--- config.mk ---
export PLATFORM = sky130hd
export DESIGN_NAME = mode_controller_flat
export DESIGN_NICKNAME = d
export VERILOG_FILES = /design/src/rtl/clock_pkg.sv /design/src/rtl/mode_controller_if.sv /design/src/rtl/btn_debounce.sv /design/src/rtl/mode_controller.sv /design/src/flat_wrapper.sv
export SDC_FILE = /design/constraint.sdc
export NUM_CORES = 1
export LEC_CHECK = 0
export CAP_MARGIN = 40
export CORE_MARGIN = 8
export CORE_UTILIZATION = 52
export CTS_CLUSTER_DIAMETER = 200
export DETAILED_ROUTE_END_ITERATION = 6
export GPL_ROUTABILITY_DRIVEN = 0
export GPL_TIMING_DRIVEN = 0
export PLACE_DENSITY_LB_ADDON = 0.2
export SKIP_LAST_GASP = 1
export SLEW_MARGIN = 20
export SYNTH_ARGS = -nofsm -noshare
export SYNTH_HDL_FRONTEND = slang
export SYNTH_SLANG_ARGS = --single-unit
--- constraint.sdc ---
create_clock -name clk_50 -period 2.1 [get_ports clk_50]
set_input_delay 0.42 -clock clk_50 [delete_from_list [all_inputs] [get_ports clk_50]]
set_output_delay 0.42 -clock clk_50 [all_outputs]
set_load 0.01 [all_outputs]
--- src/rtl/clock_pkg.sv ---
// Shared mode/field encodings for the digital clock controller.
// Also holds the field-advance and field-to-group helpers.
package clock_pkg;

    typedef enum logic [1:0] {
        MODE_CLOCK     = 2'd0,
        MODE_SET       = 2'd1,
        MODE_STOPWATCH = 2'd2,
        MODE_ALARM     = 2'd3
    } mode_e;

    typedef enum logic [2:0] {
        FLD_NONE = 3'd0,
        FLD_SEC  = 3'd1,
        FLD_MIN  = 3'd2,
        FLD_HOUR = 3'd3,
        FLD_DAY  = 3'd4,
        FLD_MON  = 3'd5,
        FLD_YEAR = 3'd6
    } field_e;

    localparam int GRP_LO  = 0;
    localparam int GRP_MID = 1;
    localparam int GRP_HI  = 2;

    function automatic field_e set_next(field_e f);
        field_e n;
        case (f)
            FLD_SEC:  n = FLD_MIN;
            FLD_MIN:  n = FLD_HOUR;
            FLD_HOUR: n = FLD_DAY;
            FLD_DAY:  n = FLD_MON;
            FLD_MON:  n = FLD_YEAR;
            default:  n = FLD_SEC;
        endcase
        return n;
    endfunction

    function automatic field_e alarm_next(field_e f);
        field_e n;
        case (f)
            FLD_SEC: n = FLD_MIN;
            FLD_MIN: n = FLD_HOUR;
            default: n = FLD_SEC;
        endcase
        return n;
    endfunction

    function automatic logic [2:0] field_grp(field_e f);
        logic [2:0] m;
        m = '0;
        case (f)
            FLD_SEC, FLD_DAY:  m[GRP_LO]  = 1'b1;
            FLD_MIN, FLD_MON:  m[GRP_MID] = 1'b1;
            FLD_HOUR, FLD_YEAR: m[GRP_HI] = 1'b1;
            default: m = '0;
        endcase
        return m;
    endfunction

endpackage

--- src/rtl/mode_controller_if.sv ---
// Time sources in, mode/command/display signals out.
// master = clock top level side, slave = mode_controller.
interface mode_controller_if;
    logic [5:0] clk_sec;
    logic [5:0] clk_min;
    logic [5:0] clk_hour;
    logic [4:0] clk_day;
    logic [4:0] clk_mon;
    logic [6:0] clk_year_lo;
    logic [5:0] sw_sec;
    logic [5:0] sw_min;
    logic [5:0] sw_hour;
    logic [5:0] al_sec;
    logic [5:0] al_min;
    logic [5:0] al_hour;
    logic [1:0] mode;
    logic [2:0] field_sel;
    logic       set_inc;
    logic       alarm_inc;
    logic       sw_run;
    logic       sw_clear;
    logic [6:0] disp_hi;
    logic [6:0] disp_mid;
    logic [6:0] disp_lo;
    logic [2:0] blank_mask;

    modport master (
        output clk_sec, clk_min, clk_hour,
        output clk_day, clk_mon, clk_year_lo,
        output sw_sec, sw_min, sw_hour,
        output al_sec, al_min, al_hour,
        input  mode, field_sel,
        input  set_inc, alarm_inc, sw_run, sw_clear,
        input  disp_hi, disp_mid, disp_lo, blank_mask
    );

    modport slave (
        input  clk_sec, clk_min, clk_hour,
        input  clk_day, clk_mon, clk_year_lo,
        input  sw_sec, sw_min, sw_hour,
        input  al_sec, al_min, al_hour,
        output mode, field_sel,
        output set_inc, alarm_inc, sw_run, sw_clear,
        output disp_hi, disp_mid, disp_lo, blank_mask
    );
endinterface

--- src/rtl/btn_debounce.sv ---
// Raw button -> 2-flop sync -> stability counter -> rising-edge pulse.
// Press pulse is high for the single cycle after level acceptance + 1.
module btn_debounce #(
    parameter int DEBOUNCE_CYCLES = 1_000_000
) (
    input  logic clk_50,
    input  logic rst,
    input  logic raw,
    output logic press_pulse
);
    localparam int CW =
        (DEBOUNCE_CYCLES > 1) ? $clog2(DEBOUNCE_CYCLES) : 1;
    localparam logic [CW-1:0] CNT_MAX = CW'(DEBOUNCE_CYCLES - 1);

    logic          sync1_q;
    logic          sync2_q;
    logic          level_q;
    logic          level_dly_q;
    logic          pulse_q;
    logic [CW-1:0] cnt_q;

    always_ff @(posedge clk_50) begin
        if (rst) begin
            sync1_q     <= 1'b0;
            sync2_q     <= 1'b0;
            level_q     <= 1'b0;
            level_dly_q <= 1'b0;
            pulse_q     <= 1'b0;
            cnt_q       <= '0;
        end else begin
            sync1_q     <= raw;
            sync2_q     <= sync1_q;
            level_dly_q <= level_q;
            pulse_q     <= level_q & ~level_dly_q;
            // Any sample agreeing with the accepted level restarts the wait
            if (sync2_q == level_q) begin
                cnt_q <= '0;
            end else if (cnt_q == CNT_MAX) begin
                level_q <= sync2_q;
                cnt_q   <= '0;
            end else begin
                cnt_q <= cnt_q + CW'(1);
            end
        end
    end

    assign press_pulse = pulse_q;
endmodule

--- src/rtl/mode_controller.sv ---
// Button/mode sequencer: debounced presses drive the mode FSM,
// command pulses, display source mux and edit-field blink mask.
module mode_controller
    import clock_pkg::*;
#(
    parameter int DEBOUNCE_CYCLES = 1_000_000,
    parameter int BLINK_CYCLES    = 12_500_000
) (
    input  logic clk_50,
    input  logic rst,
    input  logic mode_btn,
    input  logic st_btn,
    input  logic up_btn,
    mode_controller_if.slave bus
);
    localparam int BW =
        (BLINK_CYCLES > 1) ? $clog2(BLINK_CYCLES) : 1;
    localparam logic [BW-1:0] BLINK_MAX = BW'(BLINK_CYCLES - 1);

    logic mode_p;
    logic st_p;
    logic up_p;

    mode_e         mode_q;
    field_e        field_q;
    logic          set_inc_q;
    logic          alarm_inc_q;
    logic          sw_run_q;
    logic          sw_clear_q;
    logic [6:0]    hi_q;
    logic [6:0]    mid_q;
    logic [6:0]    lo_q;
    logic [2:0]    blank_q;
    logic [BW-1:0] blink_cnt_q;
    logic          blink_phase_q;

    btn_debounce #(.DEBOUNCE_CYCLES(DEBOUNCE_CYCLES)) u_mode_db (
        .clk_50(clk_50), .rst(rst), .raw(mode_btn), .press_pulse(mode_p)
    );
    btn_debounce #(.DEBOUNCE_CYCLES(DEBOUNCE_CYCLES)) u_st_db (
        .clk_50(clk_50), .rst(rst), .raw(st_btn), .press_pulse(st_p)
    );
    btn_debounce #(.DEBOUNCE_CYCLES(DEBOUNCE_CYCLES)) u_up_db (
        .clk_50(clk_50), .rst(rst), .raw(up_btn), .press_pulse(up_p)
    );

    // mode beats select beats up; losers in the same cycle are dropped
    always_ff @(posedge clk_50) begin
        if (rst) begin
            mode_q      <= MODE_CLOCK;
            field_q     <= FLD_NONE;
            set_inc_q   <= 1'b0;
            alarm_inc_q <= 1'b0;
            sw_run_q    <= 1'b0;
            sw_clear_q  <= 1'b0;
        end else begin
            set_inc_q   <= 1'b0;
            alarm_inc_q <= 1'b0;
            sw_clear_q  <= 1'b0;
            if (mode_p) begin
                unique case (mode_q)
                    MODE_CLOCK: begin
                        mode_q  <= MODE_SET;
                        field_q <= FLD_SEC;
                    end
                    MODE_SET: begin
                        mode_q  <= MODE_STOPWATCH;
                        field_q <= FLD_NONE;
                    end
                    MODE_STOPWATCH: begin
                        mode_q  <= MODE_ALARM;
                        field_q <= FLD_SEC;
                    end
                    MODE_ALARM: begin
                        mode_q  <= MODE_CLOCK;
                        field_q <= FLD_NONE;
                    end
                endcase
            end else if (st_p) begin
                case (mode_q)
                    MODE_SET:       field_q  <= set_next(field_q);
                    MODE_ALARM:     field_q  <= alarm_next(field_q);
                    MODE_STOPWATCH: sw_run_q <= ~sw_run_q;
                    default: ;
                endcase
            end else if (up_p) begin
                case (mode_q)
                    MODE_SET:       set_inc_q   <= 1'b1;
                    MODE_ALARM:     alarm_inc_q <= 1'b1;
                    MODE_STOPWATCH: sw_clear_q  <= ~sw_run_q;
                    default: ;
                endcase
            end
        end
    end

    always_ff @(posedge clk_50) begin
        if (rst) begin
            blink_cnt_q   <= '0;
            blink_phase_q <= 1'b1;
        end else if (blink_cnt_q == BLINK_MAX) begin
            blink_cnt_q   <= '0;
            blink_phase_q <= ~blink_phase_q;
        end else begin
            blink_cnt_q <= blink_cnt_q + BW'(1);
        end
    end

    always_ff @(posedge clk_50) begin
        if (rst) begin
            hi_q    <= '0;
            mid_q   <= '0;
            lo_q    <= '0;
            blank_q <= '0;
        end else begin
            case (mode_q)
                MODE_STOPWATCH: begin
                    hi_q  <= {1'b0, bus.sw_hour};
                    mid_q <= {1'b0, bus.sw_min};
                    lo_q  <= {1'b0, bus.sw_sec};
                end
                MODE_ALARM: begin
                    hi_q  <= {1'b0, bus.al_hour};
                    mid_q <= {1'b0, bus.al_min};
                    lo_q  <= {1'b0, bus.al_sec};
                end
                default: begin
                    if (mode_q == MODE_SET && field_q inside
                        {FLD_DAY, FLD_MON, FLD_YEAR}) begin
                        hi_q  <= bus.clk_year_lo;
                        mid_q <= {2'b00, bus.clk_mon};
                        lo_q  <= {2'b00, bus.clk_day};
                    end else begin
                        hi_q  <= {1'b0, bus.clk_hour};
                        mid_q <= {1'b0, bus.clk_min};
                        lo_q  <= {1'b0, bus.clk_sec};
                    end
                end
            endcase
            if ((mode_q == MODE_SET || mode_q == MODE_ALARM)
                && !blink_phase_q) begin
                blank_q <= field_grp(field_q);
            end else begin
                blank_q <= '0;
            end
        end
    end

    assign bus.mode       = mode_q;
    assign bus.field_sel  = field_q;
    assign bus.set_inc    = set_inc_q;
    assign bus.alarm_inc  = alarm_inc_q;
    assign bus.sw_run     = sw_run_q;
    assign bus.sw_clear   = sw_clear_q;
    assign bus.disp_hi    = hi_q;
    assign bus.disp_mid   = mid_q;
    assign bus.disp_lo    = lo_q;
    assign bus.blank_mask = blank_q;
endmodule

--- src/flat_wrapper.sv ---
// flat-port wrapper written by rule: the top's interface ports become plain ports
module mode_controller_flat import clock_pkg::*;
#(
    parameter int DEBOUNCE_CYCLES = 1_000_000,
    parameter int BLINK_CYCLES    = 12_500_000
)
  (clk_50, rst, mode_btn, st_btn, up_btn, bus_clk_sec, bus_clk_min, bus_clk_hour, bus_clk_day, bus_clk_mon, bus_clk_year_lo, bus_sw_sec, bus_sw_min, bus_sw_hour, bus_al_sec, bus_al_min, bus_al_hour, bus_mode, bus_field_sel, bus_set_inc, bus_alarm_inc, bus_sw_run, bus_sw_clear, bus_disp_hi, bus_disp_mid, bus_disp_lo, bus_blank_mask);
  mode_controller_if bus_i ();
  input  logic clk_50;
  input  logic rst;
  input  logic mode_btn;
  input  logic st_btn;
  input  logic up_btn;
  input wire logic [$bits(bus_i.clk_sec)-1:0] bus_clk_sec;
  input wire logic [$bits(bus_i.clk_min)-1:0] bus_clk_min;
  input wire logic [$bits(bus_i.clk_hour)-1:0] bus_clk_hour;
  input wire logic [$bits(bus_i.clk_day)-1:0] bus_clk_day;
  input wire logic [$bits(bus_i.clk_mon)-1:0] bus_clk_mon;
  input wire logic [$bits(bus_i.clk_year_lo)-1:0] bus_clk_year_lo;
  input wire logic [$bits(bus_i.sw_sec)-1:0] bus_sw_sec;
  input wire logic [$bits(bus_i.sw_min)-1:0] bus_sw_min;
  input wire logic [$bits(bus_i.sw_hour)-1:0] bus_sw_hour;
  input wire logic [$bits(bus_i.al_sec)-1:0] bus_al_sec;
  input wire logic [$bits(bus_i.al_min)-1:0] bus_al_min;
  input wire logic [$bits(bus_i.al_hour)-1:0] bus_al_hour;
  output wire logic [$bits(bus_i.mode)-1:0] bus_mode;
  output wire logic [$bits(bus_i.field_sel)-1:0] bus_field_sel;
  output wire logic [$bits(bus_i.set_inc)-1:0] bus_set_inc;
  output wire logic [$bits(bus_i.alarm_inc)-1:0] bus_alarm_inc;
  output wire logic [$bits(bus_i.sw_run)-1:0] bus_sw_run;
  output wire logic [$bits(bus_i.sw_clear)-1:0] bus_sw_clear;
  output wire logic [$bits(bus_i.disp_hi)-1:0] bus_disp_hi;
  output wire logic [$bits(bus_i.disp_mid)-1:0] bus_disp_mid;
  output wire logic [$bits(bus_i.disp_lo)-1:0] bus_disp_lo;
  output wire logic [$bits(bus_i.blank_mask)-1:0] bus_blank_mask;
  assign bus_i.clk_sec = bus_clk_sec;
  assign bus_i.clk_min = bus_clk_min;
  assign bus_i.clk_hour = bus_clk_hour;
  assign bus_i.clk_day = bus_clk_day;
  assign bus_i.clk_mon = bus_clk_mon;
  assign bus_i.clk_year_lo = bus_clk_year_lo;
  assign bus_i.sw_sec = bus_sw_sec;
  assign bus_i.sw_min = bus_sw_min;
  assign bus_i.sw_hour = bus_sw_hour;
  assign bus_i.al_sec = bus_al_sec;
  assign bus_i.al_min = bus_al_min;
  assign bus_i.al_hour = bus_al_hour;
  assign bus_mode = bus_i.mode;
  assign bus_field_sel = bus_i.field_sel;
  assign bus_set_inc = bus_i.set_inc;
  assign bus_alarm_inc = bus_i.alarm_inc;
  assign bus_sw_run = bus_i.sw_run;
  assign bus_sw_clear = bus_i.sw_clear;
  assign bus_disp_hi = bus_i.disp_hi;
  assign bus_disp_mid = bus_i.disp_mid;
  assign bus_disp_lo = bus_i.disp_lo;
  assign bus_blank_mask = bus_i.blank_mask;
  mode_controller #(.DEBOUNCE_CYCLES(DEBOUNCE_CYCLES), .BLINK_CYCLES(BLINK_CYCLES)) u_core (.clk_50(clk_50), .rst(rst), .mode_btn(mode_btn), .st_btn(st_btn), .up_btn(up_btn), .bus(bus_i));
endmodule
==> results.md <==
- Result of the run: finished, final reports clean
- Cell accounting for the most synthesized area: sky130_fd_sc_hd__dfxtp_1
- Hold Crit Depth: 1
- Placed standard-cell area: just over 7000 um^2
- # nets final: 891
- Average routed wire per standard cell: between 15 and 20 um
- Die boundary width: 123 um
- Beginning of the worst register-to-register path: u_core.u_mode_db.cnt_q[13]$_SDFF_PP0_
- Portion of the post-synthesis area used by sequential elements: 44.3%
- CP Data Required Time: 2.41 ns
- Starting utilization of the core area: 52.5%
- Worst slew slack as a fraction of its limit: 58.3%
- Number of levels the H-tree was split into: 4
- Vias after detailed routing: 5585
- Input/output buffers: 106
- Pin count of the biggest net entering global routing: 17
- Largest fanout on the critical path: 5
- Post-DP HPWL: 11500 um
- Worst hold path class: flip-flop to flip-flop
- Layout overhead on the synthesized area: 34.1%
- Crit path time final: about 2.1 ns
- Core area: about 11000 um^2
- Antenna-violating nets left: 0
- Distinct cell type count after synthesis: between 50 and 60
- Leakage dissipation: 2.68 nW
- Number of warnings printed during yosys synthesis: 0
- Fin area: 7930 um^2
- Max frequency: 479 MHz
- Layout cells sized above 1: 9.15%
- Peak ir drop on the vdd network: 0.684 mV
- First-pass GRT wire length: around 25000 um
- Actual transition at the worst max-transition pin: 0.626 ns
- Hold Vio Cnt, Final: 0
- Number of buffers inserted by hold repair at cts: 0
- Mean Syn Cell Area: 8.74 um^2
- Overall fraction of global-route tracks in use: 20.6%
- Number of antenna violations at the first check in global routing: 0
- Switching power as a share of total power: 19.0%
- Longest Clk Path Bufs: 2
- Worst Reg2Reg Path Length in Cells: 6
- Endpoint kind of the worst setup timing path: flip-flop
- Die area: approximately 15000 um^2
- Share of power burned in combinational logic: under 10%
- Design Power: 6.10 mW
- Io pins: 109
- Number of iterations in the first detailed-routing pass: 5
- DRT Wirelength: 15900 um
- Arr. time, crit path: 2.40 ns
- Setup Crit Path Kind: flip-flop to flip-flop
- Diodes inserted: 0
- Number of enable-type register cells in the synthesized netlist: 0
- FF+latch count, synth: roughly 130
- Proportion of synthesized flip-flops having asynchronous set or reset: 0%
- Clock slew at the register clock pins of the worst setup and hold paths: 0.06 ns
- Area share of the largest cell type after synthesis: approximately 44%
- Final routed DRC violation total: 0
- Switching Power: 1.16 mW
- Remaining global-route overflow: 0
- Cells after synthesis: 677
- Number of slew-limit violations in the final report: 0
- Clock Root Buffer: sky130_fd_sc_hd__clkbuf_16
- Insertion delay of the later-clocked pin in the worst-skew pair: 0.42 ns
- Clock group share of total power: 53.7%
- Worst hold start: u_core.u_mode_db.level_dly_q$_SDFF_PP0_
- Vias per inst: 5.80
- Most instantiated flip-flop cell in the synthesis netlist: sky130_fd_sc_hd__dfxtp_1
- Iter 0 DRT Violations: 358
- Final worst-path cycle share: 99.5%
- Hold endpoint: u_core.u_mode_db.press_pulse$_SDFF_PP0_
- # rows: 39
- Max Cap Viol: 0
- Relative contribution of sequential cells to total power: between 40% and 50%
- Final count of negative-setup-slack endpoints: 0
- Die Y-Extent: ~120 um
- Total clock sinks: 131
- Reg-to-reg critical path endpoint: u_core.u_mode_db.cnt_q[8]$_SDFF_PP0_
- Critical path launch point type: flip-flop
- Vias in the first global route: around 5300
- Clock buffers created by TritonCTS: 17
- Power density relative to cell area: 769 nW/um^2
- Synthesized cell area: 5920 um^2
- Clock tree from TritonCTS: built
- Internal portion of total power: 4.94 mW
- Cells taking the most area after synthesis: sky130_fd_sc_hd__dfxtp_1 44%, sky130_fd_sc_hd__a21oi_1 4.6%, sky130_fd_sc_hd__nor2_1 3.9%
- Minimum setup slack among reg-to-reg paths: 0.01 ns
- Clock skew after layout: 0.00702 ns
stage by stage:
stage | hold WS [ns] | TNS [ns] | std cells | utilization, % | setup WS (ns)
final | 0.382 | 0 | 963 | 70.4 | 0.0107
after global routing | 0.386 | -0.936 | 963 | 70.4 | -0.0600
after CTS | 0.384 | 0 | 959 | 69.5 | 0.0137
after detailed placement | 0.373 | -1.84 | 927 | 63.5 | -0.0940
after global placement | 0.372 | -0.666 | 927 | 63.5 | -0.0640
after floorplan | 0.367 | 0 | 678 | - | 0.225
routing by layer:
metal / routed length [um] / global-route usage, % / vias to the layer above / part of all wire, %
met4: 324 / 9.52 / 0 / 2.0
met5: 0 / 0 / - / 0
met1: 6470 / 23.2 / 2637 / 41
met3: 1330 / 5.15 / 29 / 8.4
li1: - / - / 2699 / -
met2: 7760 / 36.0 / 220 / 49
worst max-delay path: stages (launching register included):
cell                       delay, ns
sky130_fd_sc_hd__dfxtp_2        0.33
sky130_fd_sc_hd__or4b_4         0.53
sky130_fd_sc_hd__or4_4          0.55
sky130_fd_sc_hd__o211ai_1       0.21
sky130_fd_sc_hd__buf_4          0.19
sky130_fd_sc_hd__buf_6          0.12
sky130_fd_sc_hd__nor2_1         0.05
worst max-delay path by stage:
stage / startpoint / to / depth (start not counted)
final: u_core.u_mode_db.cnt_q[13]$_SDFF_PP0_ / u_core.u_mode_db.cnt_q[8]$_SDFF_PP0_ / 6
after global routing: u_core.u_mode_db.cnt_q[13]$_SDFF_PP0_ / u_core.u_mode_db.cnt_q[9]$_SDFF_PP0_ / 6
after CTS: u_core.blink_cnt_q[0]$_SDFF_PP0_ / u_core.blink_cnt_q[8]$_SDFF_PP0_ / 7
after detailed placement: rst / u_core.bus.field_sel[2]$_SDFFE_PP0P_ / 4
after global placement: rst / u_core.bus.disp_hi[3]$_SDFF_PP0_ / 4
after floorplan: u_core.u_mode_db.cnt_q[13]$_SDFF_PP0_ / u_core.u_mode_db.cnt_q[17]$_SDFF_PP0_ / 5
cell type report:
cell class                      instances  area (um^2)
Timing Repair Buffer                  112         1110
Inverter                               24         90.1
Tap cell                              143          179
Buffer                                 33          179
Fill cell                             841         3340
Clock inverter                          9          174
Sequential cell                       131         2630
Multi-Input combinational cell        488         3080
Clock buffer                           23          488
sequential cells by signal (all words and copies together) (netlist names), 2 cells and up:
register	count
u_core.bus.field_sel	3
u_core.bus.disp_lo	6
u_core.bus.disp_mid	6
u_core.bus.mode	2
u_core.blink_cnt_q	24
u_core.bus.disp_hi	7
u_core.bus.blank_mask	3
u_core.u_st_db.cnt_q	20
u_core.u_up_db.cnt_q	20
u_core.u_mode_db.cnt_q	20
logic make-up (layout without fill, tap and decap cells):
logic type	after synthesis	in the layout	share of synthesized area [%]
AO/OA/AOI/OAI	153	153	15.8
adder cells (fa/ha/maj)	8	8	1.69
XOR/XNOR	50	50	7.40
other	1	2	0.0634
buffers and inverters	59	201	4.50
flip-flops	131	131	44.3
multiplexers	1	1	0.169
AND/OR/NAND/NOR	274	274	26.1
cell usage in the layout, fill, tap and decap left out, types with 21 or more instances in the layout:
cell                              netlist  routed
sky130_fd_sc_hd__nor2_1                62      61
sky130_fd_sc_hd__clkdlybuf4s50_1        0     106
sky130_fd_sc_hd__or3_1                 21      21
sky130_fd_sc_hd__nand3_1               31      30
sky130_fd_sc_hd__xnor2_1               25      25
sky130_fd_sc_hd__xor2_1                25      25
sky130_fd_sc_hd__nand2_1               32      32
sky130_fd_sc_hd__a21oi_1               54      54
sky130_fd_sc_hd__dfxtp_1              131     128
sky130_fd_sc_hd__inv_1                 24      24
sky130_fd_sc_hd__o21ai_0               37      37
power groups by stage:
stage                     clock (mW)  combinational (mW)  sequential, mW
after global routing            3.42               0.318            2.53
after global placement             0               0.280            2.58
final                           3.27               0.296            2.53
after CTS                       3.31               0.288            2.53
after detailed placement           0               0.285            2.58
after floorplan                    0              0.0721            2.59
repair_timing:
action,CTS,global route
setup buffers,0,4
cloned,0,2
pin swaps,0,2
resized for setup,4,20
setup endpoints to repair,22,47
synth_stat cells, types with 4 or more instances:
cell type                    n
sky130_fd_sc_hd__or3_1      21
sky130_fd_sc_hd__nor3_1      8
sky130_fd_sc_hd__nor2_1     62
sky130_fd_sc_hd__ha_1        8
sky130_fd_sc_hd__nand2_1    32
sky130_fd_sc_hd__a22oi_1    18
sky130_fd_sc_hd__and2_1      7
sky130_fd_sc_hd__nand4_1    18
sky130_fd_sc_hd__o31ai_1    14
sky130_fd_sc_hd__nor2b_1    14
sky130_fd_sc_hd__and4_1      7
sky130_fd_sc_hd__a21boi_0   16
sky130_fd_sc_hd__dfxtp_1   131
sky130_fd_sc_hd__or4_1      19
sky130_fd_sc_hd__and3_1     19
sky130_fd_sc_hd__xnor2_1    25
sky130_fd_sc_hd__xor2_1     25
sky130_fd_sc_hd__inv_1      24
sky130_fd_sc_hd__nand3_1    31
sky130_fd_sc_hd__buf_2       5
sky130_fd_sc_hd__nor4_1     10
sky130_fd_sc_hd__o21ai_0    37
sky130_fd_sc_hd__clkbuf_1   21
sky130_fd_sc_hd__buf_4       4
sky130_fd_sc_hd__a21oi_1    54
sky130_fd_sc_hd__nor4b_1     4
Note: power is estimated with default switching activity, not from simulation.
